--- src/rtl/card_pkg.sv ---
// Shared card-interface definitions: code width, deck size, card type and
// the collector's state encoding.
package card_pkg;

    localparam int unsigned CARD_W    = 6;
    localparam int unsigned NUM_CARDS = 52;
    localparam int unsigned CNT_W     = 4;
    localparam int unsigned RETRY_W   = 8;
    localparam int unsigned ST_W      = 3;

    typedef logic [CARD_W-1:0] card_t;

    localparam card_t INVALID_CARD = 6'h3F;

    localparam logic [ST_W-1:0] ST_IDLE  = 3'd0;
    localparam logic [ST_W-1:0] ST_REQ   = 3'd1;
    localparam logic [ST_W-1:0] ST_WAIT  = 3'd2;
    localparam logic [ST_W-1:0] ST_CHECK = 3'd3;
    localparam logic [ST_W-1:0] ST_DONE  = 3'd4;
    localparam logic [ST_W-1:0] ST_ERR   = 3'd5;

endpackage

--- src/rtl/dup_checker.sv ---
// Flags whether a candidate card already sits in one of the occupied hand slots.
module dup_checker
    import card_pkg::*;
#(
    parameter int unsigned HAND_SIZE = 5
) (
    input  logic [CARD_W-1:0]           i_cand,
    input  logic [CARD_W*HAND_SIZE-1:0] i_slots,
    input  logic [CNT_W-1:0]            i_count,
    output logic                        o_is_dup
);

    // Compare against every slot; only slots below the fill count take part.
    always_comb begin
        o_is_dup = 1'b0;
        for (int unsigned k = 0; k < HAND_SIZE; k++) begin
            if ((CNT_W'(k) < i_count) && (i_slots[k*CARD_W +: CARD_W] == i_cand)) begin
                o_is_dup = 1'b1;
            end
        end
    end

endmodule

--- src/rtl/hand_collector.sv ---
// Draws cards from the dealer one at a time, keeps the valid, in-range,
// unique ones until a full hand is collected, and gives up after too many
// consecutive rejections for one slot.
module hand_collector
    import card_pkg::*;
#(
    parameter int unsigned HAND_SIZE = 5,
    parameter int unsigned RESP_LAT  = 2,
    parameter int unsigned MAX_RETRY = 15
) (
    input  logic                        clk,
    input  logic                        reset,
    input  logic                        start,
    input  logic                        deal_valid,
    input  logic [CARD_W-1:0]           deal_card,
    output logic                        draw_card,
    output logic [CARD_W*HAND_SIZE-1:0] hand,
    output logic [CNT_W-1:0]            hand_count,
    output logic                        busy,
    output logic                        done,
    output logic                        error,
    output logic [RETRY_W-1:0]          retries
);

    localparam int unsigned WAIT_W    = $clog2(RESP_LAT + 1);
    localparam int unsigned WAIT_LAST = (RESP_LAT > 1) ? (RESP_LAT - 2) : 0;

    logic [ST_W-1:0]             r_state;
    logic [ST_W-1:0]             w_state_nxt;
    logic [CARD_W*HAND_SIZE-1:0] r_hand;
    logic [CARD_W*HAND_SIZE-1:0] w_hand_nxt;
    logic [CNT_W-1:0]            r_count;
    logic [CNT_W-1:0]            w_count_nxt;
    logic [RETRY_W-1:0]          r_retries;
    logic [RETRY_W-1:0]          w_retries_nxt;
    logic [WAIT_W-1:0]           r_wait;
    logic [WAIT_W-1:0]           w_wait_nxt;
    logic                        r_draw;
    logic                        r_busy;
    logic                        r_done;
    logic                        r_error;

    logic                        w_is_dup;
    logic                        w_in_range;
    logic                        w_accept;

    dup_checker #(
        .HAND_SIZE (HAND_SIZE)
    ) u_dup_checker (
        .i_cand   (deal_card),
        .i_slots  (r_hand),
        .i_count  (r_count),
        .o_is_dup (w_is_dup)
    );

    // Acceptance test applied to the dealer response in the CHECK cycle.
    assign w_in_range = ({1'b0, deal_card} < (CARD_W+1)'(NUM_CARDS));
    assign w_accept   = deal_valid && w_in_range && !w_is_dup;

    // Next-state and next-datapath decode.
    always_comb begin
        w_state_nxt   = r_state;
        w_hand_nxt    = r_hand;
        w_count_nxt   = r_count;
        w_retries_nxt = r_retries;
        w_wait_nxt    = r_wait;

        case (r_state)
            ST_IDLE, ST_DONE, ST_ERR: begin
                if (start) begin
                    w_hand_nxt    = '0;
                    w_count_nxt   = '0;
                    w_retries_nxt = '0;
                    w_state_nxt   = ST_REQ;
                end
            end

            ST_REQ: begin
                w_wait_nxt = '0;
                if (RESP_LAT > 1) begin
                    w_state_nxt = ST_WAIT;
                end else begin
                    w_state_nxt = ST_CHECK;
                end
            end

            ST_WAIT: begin
                if (r_wait == WAIT_W'(WAIT_LAST)) begin
                    w_state_nxt = ST_CHECK;
                end else begin
                    w_wait_nxt = r_wait + WAIT_W'(1);
                end
            end

            ST_CHECK: begin
                if (w_accept) begin
                    for (int unsigned k = 0; k < HAND_SIZE; k++) begin
                        if (CNT_W'(k) == r_count) begin
                            w_hand_nxt[k*CARD_W +: CARD_W] = deal_card;
                        end
                    end
                    w_count_nxt   = r_count + CNT_W'(1);
                    w_retries_nxt = '0;
                    if (w_count_nxt == CNT_W'(HAND_SIZE)) begin
                        w_state_nxt = ST_DONE;
                    end else begin
                        w_state_nxt = ST_REQ;
                    end
                end else begin
                    w_retries_nxt = r_retries + RETRY_W'(1);
                    if (w_retries_nxt == RETRY_W'(MAX_RETRY)) begin
                        w_state_nxt = ST_ERR;
                    end else begin
                        w_state_nxt = ST_REQ;
                    end
                end
            end

            default: begin
                w_state_nxt = ST_IDLE;
            end
        endcase
    end

    // State, datapath and registered status outputs.
    always_ff @(posedge clk) begin
        if (reset) begin
            r_state   <= ST_IDLE;
            r_hand    <= '0;
            r_count   <= '0;
            r_retries <= '0;
            r_wait    <= '0;
            r_draw    <= 1'b0;
            r_busy    <= 1'b0;
            r_done    <= 1'b0;
            r_error   <= 1'b0;
        end else begin
            r_state   <= w_state_nxt;
            r_hand    <= w_hand_nxt;
            r_count   <= w_count_nxt;
            r_retries <= w_retries_nxt;
            r_wait    <= w_wait_nxt;
            r_draw    <= (w_state_nxt == ST_REQ);
            r_busy    <= (w_state_nxt == ST_REQ) || (w_state_nxt == ST_WAIT) ||
                         (w_state_nxt == ST_CHECK);
            r_done    <= (w_state_nxt == ST_DONE);
            r_error   <= (w_state_nxt == ST_ERR);
        end
    end

    assign draw_card  = r_draw;
    assign hand       = r_hand;
    assign hand_count = r_count;
    assign busy       = r_busy;
    assign done       = r_done;
    assign error      = r_error;
    assign retries    = r_retries;

endmodule

--- config.mk ---
export PLATFORM = sky130hd
export DESIGN_NAME = hand_collector
export DESIGN_NICKNAME = d
export VERILOG_FILES = /design/src/rtl/card_pkg.sv /design/src/rtl/dup_checker.sv /design/src/rtl/hand_collector.sv
export SDC_FILE = /design/constraint.sdc
export NUM_CORES = 1
export LEC_CHECK = 0
export BUFFER_PORTS_ARGS = -buffer_cell sky130_fd_sc_hd__buf_2
export CAP_MARGIN = 40
export CORE_UTILIZATION = 59
export DETAILED_ROUTE_END_ITERATION = 12
export PLACE_DENSITY = 0.89
export SETUP_SLACK_MARGIN = 0.02
export SLEW_MARGIN = 10
export SYNTH_ARGS = -nofsm -noshare
export SYNTH_HDL_FRONTEND = slang
export SYNTH_SLANG_ARGS = --single-unit
--- constraint.sdc ---
create_clock -name clk -period 7.72 [get_ports clk]
set_input_delay 0 -clock clk [delete_from_list [all_inputs] [get_ports clk]]
set_output_delay 0 -clock clk [all_outputs]
set_load 0.05 [all_outputs]
==> results of run 1 <==
==> worst max path at each step <==
stage,endpoint,slack (ps),cells past startpoint
6_report,hand[16]$_SDFFE_PP0P_,4610,10
5_1_grt,hand[17]$_SDFFE_PP0P_,4410,10
4_1_cts,hand[16]$_SDFFE_PP0P_,4640,10
3_5_place_dp,hand[16]$_SDFFE_PP0P_,4660,10
3_3_place_gp,hand[16]$_SDFFE_PP0P_,4760,10
2_1_floorplan,hand[12]$_SDFFE_PP0P_,5010,11
==> cell families (layout without fill, tap and decap cells) <==
kind of cell    count (synthesis)  count (layout)  share of synthesized area [%]
compound gates                 72              72                           19.9
xor+xnor                       35              35                           11.5
fa+ha+maj                       6               6                           2.81
buf+inv                        31              74                           5.48
flops                          51              51                           38.2
mux                             5               5                           1.97
simple gates                  100             100                           20.1
==> state kept, by name, indices dropped and copies added (netlist names) <==
signal / count
hand: 30
retries: 8
hand_count: 4
r_state: 3
r_wait: 2
busy: 1
done: 1
draw_card: 1
error: 1
==> cell type report <==
| type | instances | area share, % |
|---|---|---|
| Clock buffer | 6 | 2.42 |
| Clock inverter | 2 | 0.417 |
| Inverter | 9 | 1.13 |
| Multi-Input combinational cell | 218 | 50.1 |
| Sequential cell | 51 | 34.1 |
| Tap cell | 52 | 2.17 |
| Timing Repair Buffer | 57 | 9.68 |
==> worst reg2reg max path: stages, from the launching register on <==
cell and delay (ps):
dfxtp_1 380, inv_1 150, ha_1 200, or3b_4 410, nand4_2 100, o22ai_2 80
nor4_4 710, nor3_2 120, buf_4 230, or3_1 460, o2bb2ai_1 170
==> cell usage after synthesis (2+ instances only) <==
master,n
a211oi_1,2
a21oi_1,12
a22o_1,4
a22oi_1,2
and3_1,2
buf_2,9
buf_6,2
clkbuf_1,10
dfxtp_1,51
ha_1,6
inv_1,8
mux2_2,2
mux2i_1,3
nand2_1,29
nand2b_1,3
nand3_1,9
nand4_1,5
nor2_1,18
nor2b_1,4
nor3_1,7
nor3b_1,3
nor4_1,2
nor4b_1,2
o21a_1,2
o21ai_0,2
o21ai_1,8
o21bai_1,2
o2bb2ai_1,24
o31ai_1,7
or3_1,5
or4_1,2
xnor2_1,21
xor2_1,14
==> report_power, final <==
part           total, mW  leakage, nW  switching [mW]  internal [mW]
Combinational      0.139        0.787          0.0989         0.0400
Sequential         0.286        0.412          0.0139          0.272
Clock              0.154       0.0412          0.0899         0.0636
Total              0.578         1.24           0.203          0.376
==> per-layer routing <==
metal  vias to the layer above  track usage, %  part of all wire (%)
met5                         -               0                     0
met4                         0            12.2                   1.2
met3                        11            5.09                   6.4
met2                       106            43.9                    47
met1                      1178            38.9                    45
li1                       1151               -                     -
==> reports/metrics.csv, run 1 <==
metric,value,unit
status,"complete, no violations",
drc,0,
io_pins,56,
hold_end,r_wait[1]$_SDFFE_PP0P_,
total_power,578,uW
postCtsSetupBuffers,0,
wl,6580,um
synthCells,300,
final_hold_viol_count,0,
drtIter0Drc,250,
synth_area_leaders,"dfxtp_1 (38%), o2bb2ai_1 (7.9%), xnor2_1 (6.9%)",
placed_cell_area,2910,um2
hp-start,reset,
worstSetupPathType,register to register,
final_cell_mix,"buf_2 (55), dfxtp_1 (51), nand2_1 (29)",
fin_crit,3110,ps
seq_area_frac_synth,38.2,%
grt_max_degree,23,
timing.final.max_slew_violations,0,
dp_hpwl,4780,um
cts_resized,0,
synth_top_area_cell,dfxtp_1,
dieArea,4800,um2
crit_family,simple AND/OR/NAND/NOR gates,
path_buf_inv,2,
track_usage,28.4,%
maxCapViolations,0,
final_layout_size_suffix_gt1_share,21.6,%
setup_tns,0,ps
cts.sinks,51,
cpPeakStageDelay,710,ps
antenna_found_initial,0,
worstMarginPinSlew,756,ps
ant_nets,0,
critPathArrivalTime,3300,ps
pre_cts_slack,4660,ps
gp_congestion,0.864,
wl_per_cell,16.7,um
htree_levels,2,
grt-ovfl-total,0,
final_nets,358,
synth-seq-cells,51,
grt_pass1_vias,2286,
clockBufferDepth,2,
coreArea,4350,um2
fp.dieH,69.3,um
cp_max_fo,17,
worst-endpoint-required,7910,ps
final_common_cell,buf_2,
crit_slowest_cell,nor4_4,
placed_cells,387,
drt-pass1-iter-count,5,
postSynth.asyncResetShare,0,%
numPortBuffers,55,
antenna_cells,0,
clockRootBuffer,clkbuf_8,
finClkSkew,10.9,ps
fp.dieW,69.3,um
crit_path_end_kind,register,
r2r_end,hand[16]$_SDFFE_PP0P_,
cts_hold_buf,0,
fin_cells,395,
finalSetupViolCount,0,
synth_area_per_cell,8.90,um2
hold_class,input port to register,
slew-limit-headroom,49.2,%
setup_slack,4610,ps
postLayoutCoreUtil,68.9,%
fin_area,3000,um2
fmax,321,MHz
multi_input_area,1500,um2
rows,24,
synth_top_area_share,38.2,%
hold_depth,2,
via_per_inst,6.19,
powerDensity,193,nW/um2
start_kind,register,
nFillCells,350,
via_count,2446,
ys_warn_count,0,
crit_path_start,hand_count[0]$_SDFFE_PP0P_,
synthFlopType,dfxtp_1,
r2r-start,hand_count[0]$_SDFFE_PP0P_,
syn_area,2670,um2
post-route-period-util,40.3,%
cts_made_buffers,5,
synth_edf_count,0,
start_util,61.3,%
irDropWorstVdd,0.000115,V
clk_pin_slew,90,ps
area_growth,12.3,%
grt_pass1_wl,11000,um
crit_chain,inv_1 > ha_1 > or3b_4 > nand4_2 > o22ai_2 > nor4_4 > nor3_2 > buf_4 > or3_1 > o2bb2ai_1,
p_leak,1.24,nW
ys_types,51,
reg2reg_depth,10,
r2r_slack,4610,ps
cts_tree,done,
regArea,1020,um2
insertion_delay,310,ps
synth_nets,316,
rsz0062_at_grt,false,
whs,93.4,ps
No activity file was read; power rests on OpenSTA's default activity.
==> run 2: changes to the inputs <==
--- a/config.mk
+++ b/config.mk
@@ -7,9 +7,9 @@
 export LEC_CHECK = 0
 export BUFFER_PORTS_ARGS = -buffer_cell sky130_fd_sc_hd__buf_2
 export CAP_MARGIN = 40
-export CORE_UTILIZATION = 59
+export CORE_UTILIZATION = 54
 export DETAILED_ROUTE_END_ITERATION = 12
-export PLACE_DENSITY = 0.89
+export PLACE_DENSITY = 0.83
 export SETUP_SLACK_MARGIN = 0.02
 export SLEW_MARGIN = 10
 export SYNTH_ARGS = -nofsm -noshare
==> constraint.sdc (replaced) <==
create_clock -name clk -period 3.1 [get_ports clk]
set_input_delay 0 -clock clk [delete_from_list [all_inputs] [get_ports clk]]
set_output_delay 0 -clock clk [all_outputs]
set_load 0.05 [all_outputs]
==> run 2 against run 1 <==
  * Core utilization fell by 5.3 points
  * Design area increased by 0.75%
  * First-iteration DRC count shrank 2.4%
  * Die area grew 9.0%
  * Power is 150% higher
  * Largest power group unchanged
  * Count of clock-buffer cells in the layout up 1
  * Non-clock buffer count grew 1
  * Sequential power increased by 150%
  * Flip-flop and latch count unchanged
  * Critical path depth did not move
  * Register-to-register slack worse by 4200 ps
  * Via count shrank 1.2%
==> reports/metrics.csv, run 2 (synthesis results as in run 1) <==
metric,value,unit,change
maxCapViolations,0,,unchanged
power_frac_clock,25.9,%,-0.6 points
start_util,56.2,%,-5.2 points
nFillCells,420,,+20%
clk_pin_slew,90,ps,about the same
combPwrFrac,24.1,%,about the same
track_usage,25.6,%,-2.8 points
cts.sinks,51,,unchanged
final_common_cell,buf_2,,
grt-ovfl-total,0,,unchanged
hp-start,reset,,
slew-limit-headroom,55.2,%,+6.0 points
seq_power_share,50.0,%,+0.6 points
setup_tns,0,ps,unchanged
finClkSkew,4.24,ps,-6.66 ps
wl,6370,um,-3.3%
worst_path_most_repeated_cell,inv_1,,
status,"complete, no violations",,
irDropWorstVdd,0.000246,V,+110%
fp.dieH,72.3,um,+4.4%
clockRootBuffer,clkbuf_8,,
hold_end,r_state[2]$_SDFF_PP0_,,
io_pins,56,,unchanged
final_cell_mix,"buf_2 (55), dfxtp_1 (51), nand2_1 (29)",,
worstSetupPathType,register to register,,
grt_max_degree,23,,unchanged
fmax,365,MHz,+14%
insertion_delay,310,ps,about the same
fp.dieW,72.3,um,+4.4%
r2r_slack,360,ps,-4240 ps
internal_power,937,uW,+150%
via_count,2416,,-1.2%
p_leak,1.25,nW,+0.48%
crit_family,compound AO/OA/AOI/OAI gates,,
ant_nets,0,,unchanged
final_layout_size_suffix_gt1_share,21.5,%,-0.063 points
post-route-period-util,88.3,%,+48 points
postCtsSetupBuffers,0,,unchanged
r2r-start,hand_count[0]$_SDFFE_PP0P_,,
timing.final.max_slew_violations,0,,unchanged
cts_resized,0,,unchanged
hold_class,input port to register,,
drc,0,,unchanged
fin_crit,2740,ps,-376 ps
cpPeakStageDelay,660,ps,-50 ps
crit_path_end_kind,register,,
cts_made_buffers,5,,unchanged
power.switching,483,uW,+140%
rows,25,,+4.2%
worstMarginPinSlew,663,ps,-93.1 ps
grt_pass1_wl,10500,um,-5.4%
drt-pass1-iter-count,4,,-1
path_buf_inv,3,,+1
multi_input_area,1500,um2,unchanged
critPathArrivalTime,2930,ps,-370 ps
clockBufferDepth,2,,unchanged
rsz0062_at_grt,false,,
hold_depth,2,,unchanged
finalSetupViolCount,0,,unchanged
dieArea,5230,um2,+9.0%
grt_pass1_vias,2150,,-5.9%
final_nets,359,,+0.28%
antenna_found_initial,0,,unchanged
drtIter0Drc,244,,-2.4%
whs,103,ps,+9.62 ps
via_per_inst,5.88,,-5.1%
worst-endpoint-required,3290,ps,-4620 ps
reg2reg_depth,10,,unchanged
cts_hold_buf,0,,unchanged
area_growth,13.1,%,
total_power,1.42,mW,+150%
wl_per_cell,15.5,um,-7.0%
r2r_end,busy$_SDFF_PP0_,,
cts_tree,done,,
final_hold_viol_count,0,,unchanged
crit_path_start,hand_count[0]$_SDFFE_PP0P_,,
antenna_cells,0,,unchanged
crit_slowest_cell,o41ai_1,,
numPortBuffers,55,,unchanged
p_sw_share,34.0,%,-1.0 points
regArea,1020,um2,unchanged
largest_register_ffs,30,,unchanged
dp_hpwl,4540,um,-5.1%
powerDensity,470,nW/um2,+140%
coreArea,4750,um2,+9.2%
crit_chain,inv_1 > ha_1 > inv_1 > a21oi_1 > o41ai_1 > nor4_4 > buf_4 > a221o_1 > o21a_1 > nor3b_1,,
gp_congestion,0.884,,+2.3%
htree_levels,2,,unchanged
start_kind,register,,
cp_max_fo,11,,-6
## run 2: cell types whose count changed in the layout (fill, tap and decap cells not counted)
cell | previous run | this run
buf_4 | 2 | 3
clkbuf_1 | 1 | 2
clkinvlp_4 | 1 | 0
## run 2: power groups by stage
stage / Sequential [mW] / Clock [mW] / Combinational, mW
floorplan: 0.760 / 0 / 0.238
global placement: 0.725 / 0 / 0.333
detailed placement: 0.726 / 0 / 0.337
CTS: 0.710 / 0.370 / 0.338
global route: 0.716 / 0.410 / 0.372
finish: 0.711 / 0.367 / 0.342
## run 2: area by class of cell
| cell class | instances | share of cell area [%] |
|---|---|---|
| Multi-Input combinational cell | 218 | 49.8 |
| Sequential cell | 51 | 33.8 |
| Timing Repair Buffer | 58 | 9.86 |
| Tap cell | 67 | 2.78 |
| Clock buffer | 7 | 2.53 |
| Inverter | 9 | 1.12 |
| Clock inverter | 1 | 0.166 |
## run 2: per-layer routing
metal	track usage (%)	routed length, um	up-vias
met5	0	0	-
met4	10.9	125	0
met3	5.69	516	13
met2	36.9	2840	95
met1	36.8	2880	1150
li1	-	-	1158
## run 2: worst reg2reg max path, delay by kind of cell (launching register included)
| family | cells | cell delay [ps] |
|---|---|---|
| fa+ha+maj | 1 | 240 |
| flops | 1 | 450 |
| buf+inv | 3 | 430 |
| simple gates | 2 | 240 |
| compound gates | 4 | 1260 |
## run 2: per-stage QoR
step | util [%] | cells | cell area [um2] | worst slack [ps]
finish | 63.5 | 411 | 3020 | 361
global route | 63.5 | 411 | 3020 | 171
CTS | 63.5 | 411 | 3020 | 412
detailed placement | 61.8 | 403 | 2940 | 434
global placement | 61.8 | 403 | 2940 | 518
floorplan | - | 300 | 2670 | 385
## run 2: worst max path at each step
stage	endpoint	slack, ps	cells past startpoint
floorplan	hand[12]$_SDFFE_PP0P_	390	11
global placement	busy$_SDFF_PP0_	520	10
detailed placement	busy$_SDFF_PP0_	430	9
CTS	busy$_SDFF_PP0_	410	10
global route	done$_SDFF_PP0_	170	10
finish	busy$_SDFF_PP0_	360	10
